`config.mk`:
```
export PLATFORM = sky130hd
export DESIGN_NAME = irq_ctl
export DESIGN_NICKNAME = d
export VERILOG_FILES = /design/src/rtl/irq_ctl.sv
export SDC_FILE = /design/constraint.sdc
export NUM_CORES = 1
export LEC_CHECK = 0
export CAP_MARGIN = 10
export CORE_MARGIN = 10
export CORE_UTILIZATION = 30
export DETAILED_ROUTE_END_ITERATION = 8
export GPL_TIMING_DRIVEN = 0
export RECOVER_POWER = 50
export SETUP_SLACK_MARGIN = 0.2
export SYNTH_ARGS = -nofsm -noshare
export SYNTH_HDL_FRONTEND = slang
export SYNTH_SLANG_ARGS = --single-unit
```
`constraint.sdc`:
```
create_clock -name clk -period 1.9 [get_ports clk]
set_input_delay 0.285 -clock clk [delete_from_list [all_inputs] [get_ports clk]]
set_output_delay 0.285 -clock clk [all_outputs]
set_load 0.02 [all_outputs]
```
`src/rtl/irq_ctl.sv`:
```
// Interrupt controller for the 65C02: synchronises 8 IRQ sources and one NMI,
// holds pending/mask/mode registers in a 4-byte bus window, drives IRQ and NMI.
module irq_ctl #(
  parameter logic [15:0] BASE = 16'hFE00
) (
  input  logic        clk,
  input  logic        RST,
  input  logic [15:0] AD,
  input  logic [7:0]  DO,
  input  logic        WE,
  input  logic        RDY,
  input  logic [7:0]  src,
  input  logic        nmi_src,
  output logic [7:0]  rd_data,
  output logic        sel,
  output logic        IRQ,
  output logic        NMI
);

  typedef enum logic [1:0] {
    REG_STATUS = 2'd0,
    REG_MASK   = 2'd1,
    REG_MODE   = 2'd2,
    REG_VECTOR = 2'd3
  } reg_e;

  // Bit 8 of each synchroniser stage carries nmi_src.
  logic [8:0] s1, s2, s3;
  logic [8:0] rise;
  logic [7:0] pending, mask, mode;
  logic       nmi_lat;

  logic       hit, wr;
  reg_e       off;
  logic [7:0] clr, pend_next, active;
  logic       nmi_next, irq_next, any;
  logic [2:0] idx;
  logic [7:0] rd_mux;

  assign hit  = (AD[15:2] == BASE[15:2]);
  assign wr   = hit & WE & RDY;
  assign off  = reg_e'(AD[1:0]);
  assign rise = s2 & ~s3;
  assign NMI  = nmi_lat;

  always_comb begin
    clr = '0;
    if (wr && off == REG_STATUS) clr = DO;
    // Edge bits: set has priority over a same-cycle write-1 clear.
    // Level bits simply follow the synchronised source.
    pend_next = (mode & ((pending & ~clr) | rise[7:0])) | (~mode & s2[7:0]);
    irq_next  = |(pend_next & mask);
    nmi_next  = rise[8] | (nmi_lat & ~(wr && off == REG_VECTOR && DO[7]));
  end

  always_comb begin
    active = pending & mask;
    any    = |active;
    idx    = '0;
    // Scan downwards so the lowest-numbered active source is the last to win.
    for (int unsigned i = 8; i > 0; i--) begin
      if (active[i-1]) idx = 3'(i - 1);
    end
  end

  always_comb begin
    rd_mux = '0;
    case (off)
      REG_STATUS: rd_mux = pending;
      REG_MASK:   rd_mux = mask;
      REG_MODE:   rd_mux = mode;
      REG_VECTOR: rd_mux = {nmi_lat, any, 3'b000, idx};
      default:    rd_mux = '0;
    endcase
  end

  always_ff @(posedge clk or negedge RST) begin
    if (!RST) begin
      s1      <= '0;
      s2      <= '0;
      s3      <= '0;
      pending <= '0;
      mask    <= '0;
      mode    <= '0;
      nmi_lat <= 1'b0;
      IRQ     <= 1'b0;
      rd_data <= '0;
      sel     <= 1'b0;
    end else begin
      s1      <= {nmi_src, src};
      s2      <= s1;
      s3      <= s2;
      pending <= pend_next;
      nmi_lat <= nmi_next;
      IRQ     <= irq_next;
      if (wr && off == REG_MASK) mask <= DO;
      if (wr && off == REG_MODE) mode <= DO;
      rd_data <= hit ? rd_mux : '0;
      sel     <= hit;
    end
  end

endmodule
```
# Word-level counts from Yosys, hierarchy flattened
# Cells that the tools add are included.
[word_totals] ff_bits=62 in_bits=37 out_inout_bits=11 elab_cells=49
[op_classes] n_eq_ne=4 n_mux=11 n_bitwise=16 n_reduce_logical=8
[op_table] op="8-bit AND" count=5
[op_table] op="8-bit one-hot mux with 4 select lines" count=1
[op_table] op="3-bit 2-to-1 mux" count=8
[op_table] op="8-bit 2-to-1 mux" count=2
[op_table] op="8-bit NOT" count=2
[op_table] op="8-bit bitwise OR" count=2
[op_table] op="8-bit OR reduction" count=2
[op_table] op="14-bit equality test (second input constant)" count=1
[op_table] op="9-bit AND" count=1
[op_table] op="9-bit NOT" count=1
[op_table] op="1-bit logical AND" count=5
[op_table] op="2-bit equality test (second input constant)" count=2
[op_table] op="1-bit AND" count=3
[op_table] op="2-bit by 1-bit equality test with 1-bit output (second input constant)" count=1
[op_table] op="2-bit logical NOT" count=1
[op_table] op="1-bit NOT" count=1
[op_table] op="1-bit bitwise OR" count=1

# Longest topological paths before layout
# Gate-level depths: netlist of the first run.
[logic_depth] depth_word=12 mapped_depth=7 ltp_nobuf=6

# Least setup slack after synthesis of the first run
# Ideal clock, no wire load.
[synth_timing] path_kind="input to register" start="input port AD[3]" end="register mask[0]" setup_ps=125 arrival_time_ps=1708 required_time_ps=1775 path_slack_ps=67 cell_stages=6 path_buffers=0 cell_sequence="nor4_4 nand4_4 inv_2 nand3_4 nor3b_4 mux2_2"
[synth_between] elab_chain_cells=4
[synth_rtl] item="start: declaration" line="8" source="input logic [15:0] AD,"
[synth_rtl] item="14-bit equality test" line="40" source="assign hit = (AD[15:2] == BASE[15:2]);"
[synth_rtl] item="via hit" line="33" source="logic hit, wr;"
[synth_rtl] item="1-bit AND (2 in a row)" line="41" source="assign wr = hit & WE & RDY;"
[synth_rtl] item="1-bit logical AND" line="96" source="if (wr && off == REG_MASK) mask <= DO;"
[synth_rtl] item="end signal: assignment" line="83" source="mask <= '0;"
[synth_rtl] item="end signal: assignment" line="96"
[synth_rtl] item="end: declaration" line="30" source="logic [7:0] pending, mask, mode;"
# The timed path passes the listed nets, and every way through them passes these cells.
# A chain may end at the register's enable or synchronous reset.

# Worst setup path in the final report of the first run
[layout_timing] start="input port RDY" end="register pending[6]"
[layout_between] elab_chain_cells=8
[layout_rtl] item="start: declaration" line="11" source="input logic RDY,"
[layout_rtl] item="1-bit AND" line="41"
[layout_rtl] item="1-bit logical AND" line="48" source="if (wr && off == REG_STATUS) clr = DO;"
[layout_rtl] item="8-bit 2-to-1 mux" line="48"
[layout_rtl] item="8-bit NOT" line="51" source="pend_next = (mode & ((pending & ~clr) | rise[7:0])) | (~mode & s2[7:0]);"
[layout_rtl] item="8-bit AND" line="51"
[layout_rtl] item="8-bit bitwise OR" line="51"
[layout_rtl] item="8-bit AND" line="51"
[layout_rtl] item="8-bit bitwise OR" line="51"
[layout_rtl] item="via pend_next[6]" line="35" source="logic [7:0] clr, pend_next, active;"
[layout_rtl] item="end signal: assignment" line="93" source="pending <= pend_next;"
[layout_rtl] item="end: declaration" line="30"
# The timed path passes the listed nets, and every way through them passes these cells.

==> results of run 1 <==
-- sequential cells by signal (all words and copies together) (netlist names) --
register / flops
s1: 9
s2: 9
s3: 9
mask: 8
mode: 8
pending: 8
rd_data: 8
IRQ: 1
NMI: 1
sel: 1
-- per-layer routing --
layer,up-vias,wire (um)
met3,11,471
li1,916,-
met4,0,117
met1,946,2720
met2,60,2850
met5,-,0
-- worst max-delay path by stage --
stage	slack, ns	depth (start not counted)	to
detailed placement	-0.73	7	mode[0]
finish	0.26	7	pending[6]
global placement	-1.42	1	s3[1]
global route	0.15	3	mode[1]
floorplan	0.1	6	mask[0]
CTS	0.21	8	mode[6]
-- cells by family (layout without fill, tap and decap cells) --
group | after synthesis | after routing | share of synthesized area [%]
AOI/OAI and AO/OA | 50 | 50 | 13.7
DFF | 62 | 62 | 59.9
and+or+nand+nor | 64 | 64 | 15.5
muxes | 20 | 20 | 8.99
buffers and inverters | 13 | 87 | 1.93
-- critical path, delay by kind of cell --
| kind | cells | cell delay (ns) |
|---|---|---|
| AOI/OAI and AO/OA | 1 | 0.08 |
| buffers and inverters | 2 | 0.75 |
| and+or+nand+nor | 4 | 0.73 |
-- synthesized netlist by cell type (2+ instances only) --
cell type	n
a32o_1	4
and2_1	5
nor3_1	2
nor3b_4	2
mux2_1	2
inv_1	7
mux2_2	14
a31oi_1	2
clkbuf_1	2
a21oi_1	10
buf_1	2
a31o_2	2
mux2i_1	3
nand2_1	18
and4b_1	2
o2111ai_1	2
o22ai_1	2
nor2b_1	5
nand4_1	4
a211oi_1	6
a21boi_0	5
nor2_1	9
o21ai_0	6
a221oi_1	2
nand3_1	8
o211ai_1	2
dfrtp_1	62
-- power groups by stage --
stage | Combinational [W] | Sequential, W | Clock (W)
floorplan | 0.0000533 | 0.00140 | 0
global placement | 0.000173 | 0.00140 | 0
detailed placement | 0.000179 | 0.00140 | 0
CTS | 0.000176 | 0.00138 | 0.00103
global route | 0.000186 | 0.00139 | 0.00108
finish | 0.000167 | 0.00138 | 0.000982
-- layout make-up --
cell class / instances / share of cell area, %
timing repair buffer: 59 / 16.0
clock inverter: 1 / 0.142
buffer: 5 / 0.783
inverter: 8 / 0.855
multi-input combinational: 134 / 29.7
sequential: 62 / 44.2
clock buffer: 14 / 4.63
tap: 105 / 3.74
-- stage by stage --
stage | total power [W] | setup TNS, ns
2_1_floorplan | 0.00145 | 0
3_3_place_gp | 0.00158 | -103.53
3_5_place_dp | 0.00158 | -16.47
4_1_cts | 0.00259 | 0
5_1_grt | 0.00266 | 0
6_report | 0.00253 | 0
-- timing repair --
action | CTS | global route
pin swaps | 7 | 5
hold endpoints to repair | 25 | 0
hold buffers | 1 | 0
resized for setup | 32 | 12
setup endpoints to repair | 30 | 27
buffers inserted | 8 | 3
==> metrics.csv, run 1 <==
stage;metric;value;unit
run_status;outcome;completed;
sta;final setup fails;0;
sta;slew of the pin with the lowest slew margin;0.618;ns
setup_path;Worst setup EP type;flip-flop;
grt;GRT overflow;0;
floorplan;Die Area;12700;um^2
setup_path;worst setup path class;primary input to flip-flop;
clock_network;clock sinks;62;
synth;Synth area leader;dfrtp_1;
layout;share of cells above drive strength 1;22.3;%
pwr;Comb power frac;6.6;%
synth;Mapped Cells;209;
sta;final hold violations;0;
layout;FF/Latch Area;1550;um^2
hold_path;Hold Startpoint;s1[2];
pwr;Leak;1.52;nW
synth;Post-synth EDFFs;0;
sta;Fmax achieved;0.611;GHz
setup_path;FF-to-FF path depth;5;
sta;Slew HR;58.8;%
layout;area of the multi-input gates;1040;um^2
setup_path;CP max-delay cell;clkdlybuf4s50_1;
grt;met2 Use GR;14.7;%
synth;Syn Nets;246;
grt;met3 Track Usage GR;4.33;%
drt;Vias;1933;
clock_network;total CTS buffers;9;
setup_path;WP data arrival;1.85;ns
synth;mapped cell area;2590;um^2
setup_path;R2R setup slack;0.31;ns
synth;synth warn;0;
setup_path;FF-to-FF Start;mode[7];
setup_path;Max stage delay on crit path;0.53;ns
setup_path;startpoint type of the worst setup path;primary input;
hold_path;Hold Path Sink;s2[2];
setup_path;Reg-to-Reg End;IRQ;
grt;Global Route met1 Usage;12.8;%
sta;hold slack;0.347;ns
sta;RSZ-0062 raised after global routing;true;
pwr;Clock power frac;38.8;%
setup_path;CP required;2.11;ns
layout;most frequent cells in the layout;dfrtp_1, clkdlybuf4s50_1, nand2_1, clkbuf_8;
clock_network;CTS H-tree lvls;3;
place;PortBufs;46;
floorplan;core area;8300;um^2
layout;# nets final;316;
floorplan;starting density of the core;31.2;%
place;Post-Place Cell Area;3200;um^2
grt;largest net degree at the start of global routing;38;
floorplan;die width;113;um
pwr;cell area power density;720;nW/um^2
floorplan;row cnt;33;
hold_path;hold path depth;0;
synth;share of the synthesized area in the top cell type;59.9;%
pwr;P_int;0.00198;W
layout;antenna cell count;0;
hold_path;Min-Delay Path Class;flip-flop to flip-flop;
drt;Iteration-0 DRC Markers;106;
place;post-place setup slack;-0.729;ns
drt;ANT nets after route;0;
drt;vias per cell;4.98;
setup_path;CP Cell Sequence;clkdlybuf4s50_1 -> nand2_1 -> nor3_1 -> and2_1 -> clkbuf_4 -> a21oi_1 -> or2_2;
layout;most common cell after layout, fill and taps aside;dfrtp_1;
place;placed cell count;361;
synth;Unique masters post-synth;46;
synth;mean area per synthesized cell;12.4;um^2
sta;Max Slew Vio Count;0;
sta;period utilization;86.1;%
clock_network;clock root buffer master;clkbuf_8;
floorplan;IO Count;48;
sta;Clock Skew;0.00532;ns
layout;final std cells w/o fill;388;
clock_network;clock buffer depth;2;
setup_path;crit path from;RDY;
synth;#FFs+latches synth;62;
sta;Final WS setup;0.263;ns
clock_network;Clock transition at path regs;0.06;ns
floorplan;chip height;113;um
layout;final instance area;3510;um^2
layout;Area Growth Syn to Fin;35.7;%
layout;final core occ;42.3;%
synth;Synth area leaders;dfrtp_1, mux2_2, nand2_1;
pwr;sw power;0.000551;W
drt;Routed WL;6.16;mm
sta;min Tclk post-route;1.64;ns
flow_run;maxcap violations;0;
clock_network;CTS tree;built;
grt;initial antenna violation count;0;
grt;GRT Overall Usage;10.1;%
grt;Most Crowded Layer GR;met2;
drt;DR WL/cell;15.9;um
drt;First-pass DRT Iterations;4;
drt;residual DRC count;0;
grt;vias in the first global route;2035;
pwr;sequential cell fraction of total power;54.6;%
clock_network;clk_lat worst skew;0.33;ns
grt;first-pass GRT wire length;10.4;mm
pwr;maximum vdd drop;0.000279;V
place;global placement routability congestion;0.851;
place;HPWL Detailed;4.50;mm
synth;ys flop type;dfrtp_1;
synth;ys async rst share;100;%
synth;register area share after synthesis;59.9;%
layout;fillers;809;
pwr;switching share of power;21.8;%
setup_path;Critical Path Fanout Max;9;
Note: power is estimated with default switching activity, not from simulation.
==> inputs of run 2 (changes only) <==
--- a/config.mk
+++ b/config.mk
@@ -12,6 +12,7 @@
 export GPL_TIMING_DRIVEN = 0
 export RECOVER_POWER = 50
 export SETUP_SLACK_MARGIN = 0.2
+export SLEW_MARGIN = 20
 export SYNTH_ARGS = -nofsm -noshare
 export SYNTH_HDL_FRONTEND = slang
 export SYNTH_SLANG_ARGS = --single-unit
==> run 2 against run 1 <==
Compared with the run above: hold slack improved by 0.00086 ns; sequential power barely moved; cell area rose by 3.8%; sequential share of layout area fell by 1.5 points; combinational power rose by 7%; critical endpoint is now mode[5]; largest cell class unchanged.
==> metrics.csv, run 2 (synthesis gave the netlist of run 1 again) <==
stage;metric;value;unit
pwr;Leak;1.56;nW
run_status;outcome;completed;
sta;Slew HR;21.6;%
setup_path;startpoint type of the worst setup path;primary input;
drt;vias per cell;4.88;
sta;slew of the pin with the lowest slew margin;1.18;ns
drt;Iteration-0 DRC Markers;90;
clock_network;CTS H-tree lvls;3;
grt;vias in the first global route;2056;
setup_path;WP data arrival;1.87;ns
sta;period utilization;86.7;%
clock_network;CTS tree;built;
sta;Setup TNS;0;ns
grt;initial antenna violation count;0;
layout;final core occ;43.9;%
sta;final hold violations;0;
floorplan;die width;113;um
sta;min Tclk post-route;1.65;ns
floorplan;starting density of the core;31.2;%
sta;Clock Skew;0.00850;ns
place;global placement routability congestion;0.851;
drt;DR WL/cell;16.3;um
clock_network;clock sinks;62;
sta;Fmax achieved;0.607;GHz
floorplan;core area;8300;um^2
setup_path;CP required;2.13;ns
clock_network;clk_lat worst skew;0.34;ns
floorplan;chip height;113;um
place;post-place setup slack;-0.715;ns
place;HPWL Detailed;4.52;mm
clock_network;clock root buffer master;clkbuf_8;
setup_path;Critical Path Fanout Max;7;
pwr;maximum vdd drop;0.000322;V
sta;final setup fails;0;
floorplan;Die Area;12700;um^2
drt;First-pass DRT Iterations;5;
sta;hold slack;0.348;ns
sta;Final WS setup;0.252;ns
place;PortBufs;46;
hold_path;Min-Delay Path Class;flip-flop to flip-flop;
layout;most common cell after layout, fill and taps aside;dfrtp_1;
hold_path;hold path depth;0;
layout;antenna cell count;0;
sta;Max Slew Vio Count;0;
grt;GRT Overall Usage;10.5;%
drt;residual DRC count;0;
flow_run;maxcap violations;0;
layout;top flop regs;s1 x9, s2 x9, s3 x9;
grt;GRT overflow;0;
grt;first-pass GRT wire length;10.7;mm
layout;most frequent cells in the layout;dfrtp_1, clkdlybuf4s50_1, nand2_1, mux2_4, buf_4;
setup_path;Worst setup EP type;flip-flop;
floorplan;row cnt;33;
setup_path;CP Cell Sequence;dlygate4sd2_1 -> and4b_2 -> nand4_4 -> inv_2 -> nand3_4 -> nor3b_4 -> buf_12 -> mux2_4;
floorplan;IO Count;48;
setup_path;CP max-delay cell;and4b_2;
clock_network;total CTS buffers;9;
drt;ANT nets after route;0;
drt;Routed WL;6.39;mm
layout;Area Growth Syn to Fin;40.8;%
setup_path;FF-to-FF path depth;5;
setup_path;worst setup path class;primary input to flip-flop;
setup_path;Max stage delay on crit path;0.31;ns
grt;largest net degree at the start of global routing;43;
layout;share of cells above drive strength 1;25.4;%
pwr;cell area power density;771;nW/um^2
clock_network;Clock transition at path regs;0.06;ns
sta;RSZ-0062 raised after global routing;false;
layout;# nets final;319;
clock_network;clock buffer depth;2;
drt;Vias;1914;
-- run 2: cell count changes in the layout (fill, tap and decap cells not counted), sizes merged --
| cell | delta |
|---|---|
| clkbuf | -4 |
| clkinv | +1 |
| dlygate4sd2 | +1 |
| buf | +4 |
| bufinv | +2 |
-- run 2: through the flow --
step	total power (W)	instances	cell area, um^2
after floorplan	0.00145	209	2590
after global placement	0.00158	360	3180
after detailed placement	0.00158	361	3200
after CTS	0.00285	389	3570
after global routing	0.00293	392	3650
final	0.00281	392	3650
-- run 2: timing repair --
action                                  4_1_cts  5_1_grt
hold buffers                                  1        0
hold endpoints to repair                     20        0
buffers inserted                             11        3
gates resized for setup                      30       25
endpoints found under the setup margin       30       26
pin swaps                                     7        5
-- run 2: worst max-delay path: cells and delay by family --
family        cells  cell delay (ns)
simple gates      4             0.78
mux               1             0.30
buf+inv           3             0.51
-- run 2: worst paths after layout --
check / from / end / slack, ns
worst max-delay path: AD[6] / mode[5] / 0.25
worst min-delay path: s1[2] / s2[2] / 0.35
worst max register to register: mode[1] / IRQ / 0.35
worst min register to register: s1[2] / s2[2] / 0.35
max in group asynchronous: RST / mask[1] / 0.39
min in group asynchronous: RST / mask[4] / 0.70
-- run 2: metal layers --
metal / vias up / GRT usage (%) / part of all wire [%]
met1: 935 / 13.4 / 46
met4: 0 / 4.65 / 1.5
met2: 53 / 15.3 / 46
met5: - / 0 / 0
li1: 918 / - / -
met3: 8 / 4.07 / 6.5
-- run 2: report_power, final --
part | leakage [nW] | internal, W | switching [W]
clock | 0.110 | 0.000770 | 0.000480
combinational | 0.677 | 0.0000905 | 0.0000878
sequential | 0.773 | 0.00136 | 0.0000235
-- run 2: final cells by class --
class	instances	area (um^2)
Fill cell	800	4650
Sequential cell	62	1560
Multi-Input combinational cell	134	1090
Timing Repair Buffer	62	594
Clock buffer	12	145
Tap cell	105	131
Clock inverter	4	70.1
Inverter	8	30.0
Buffer	5	27.5
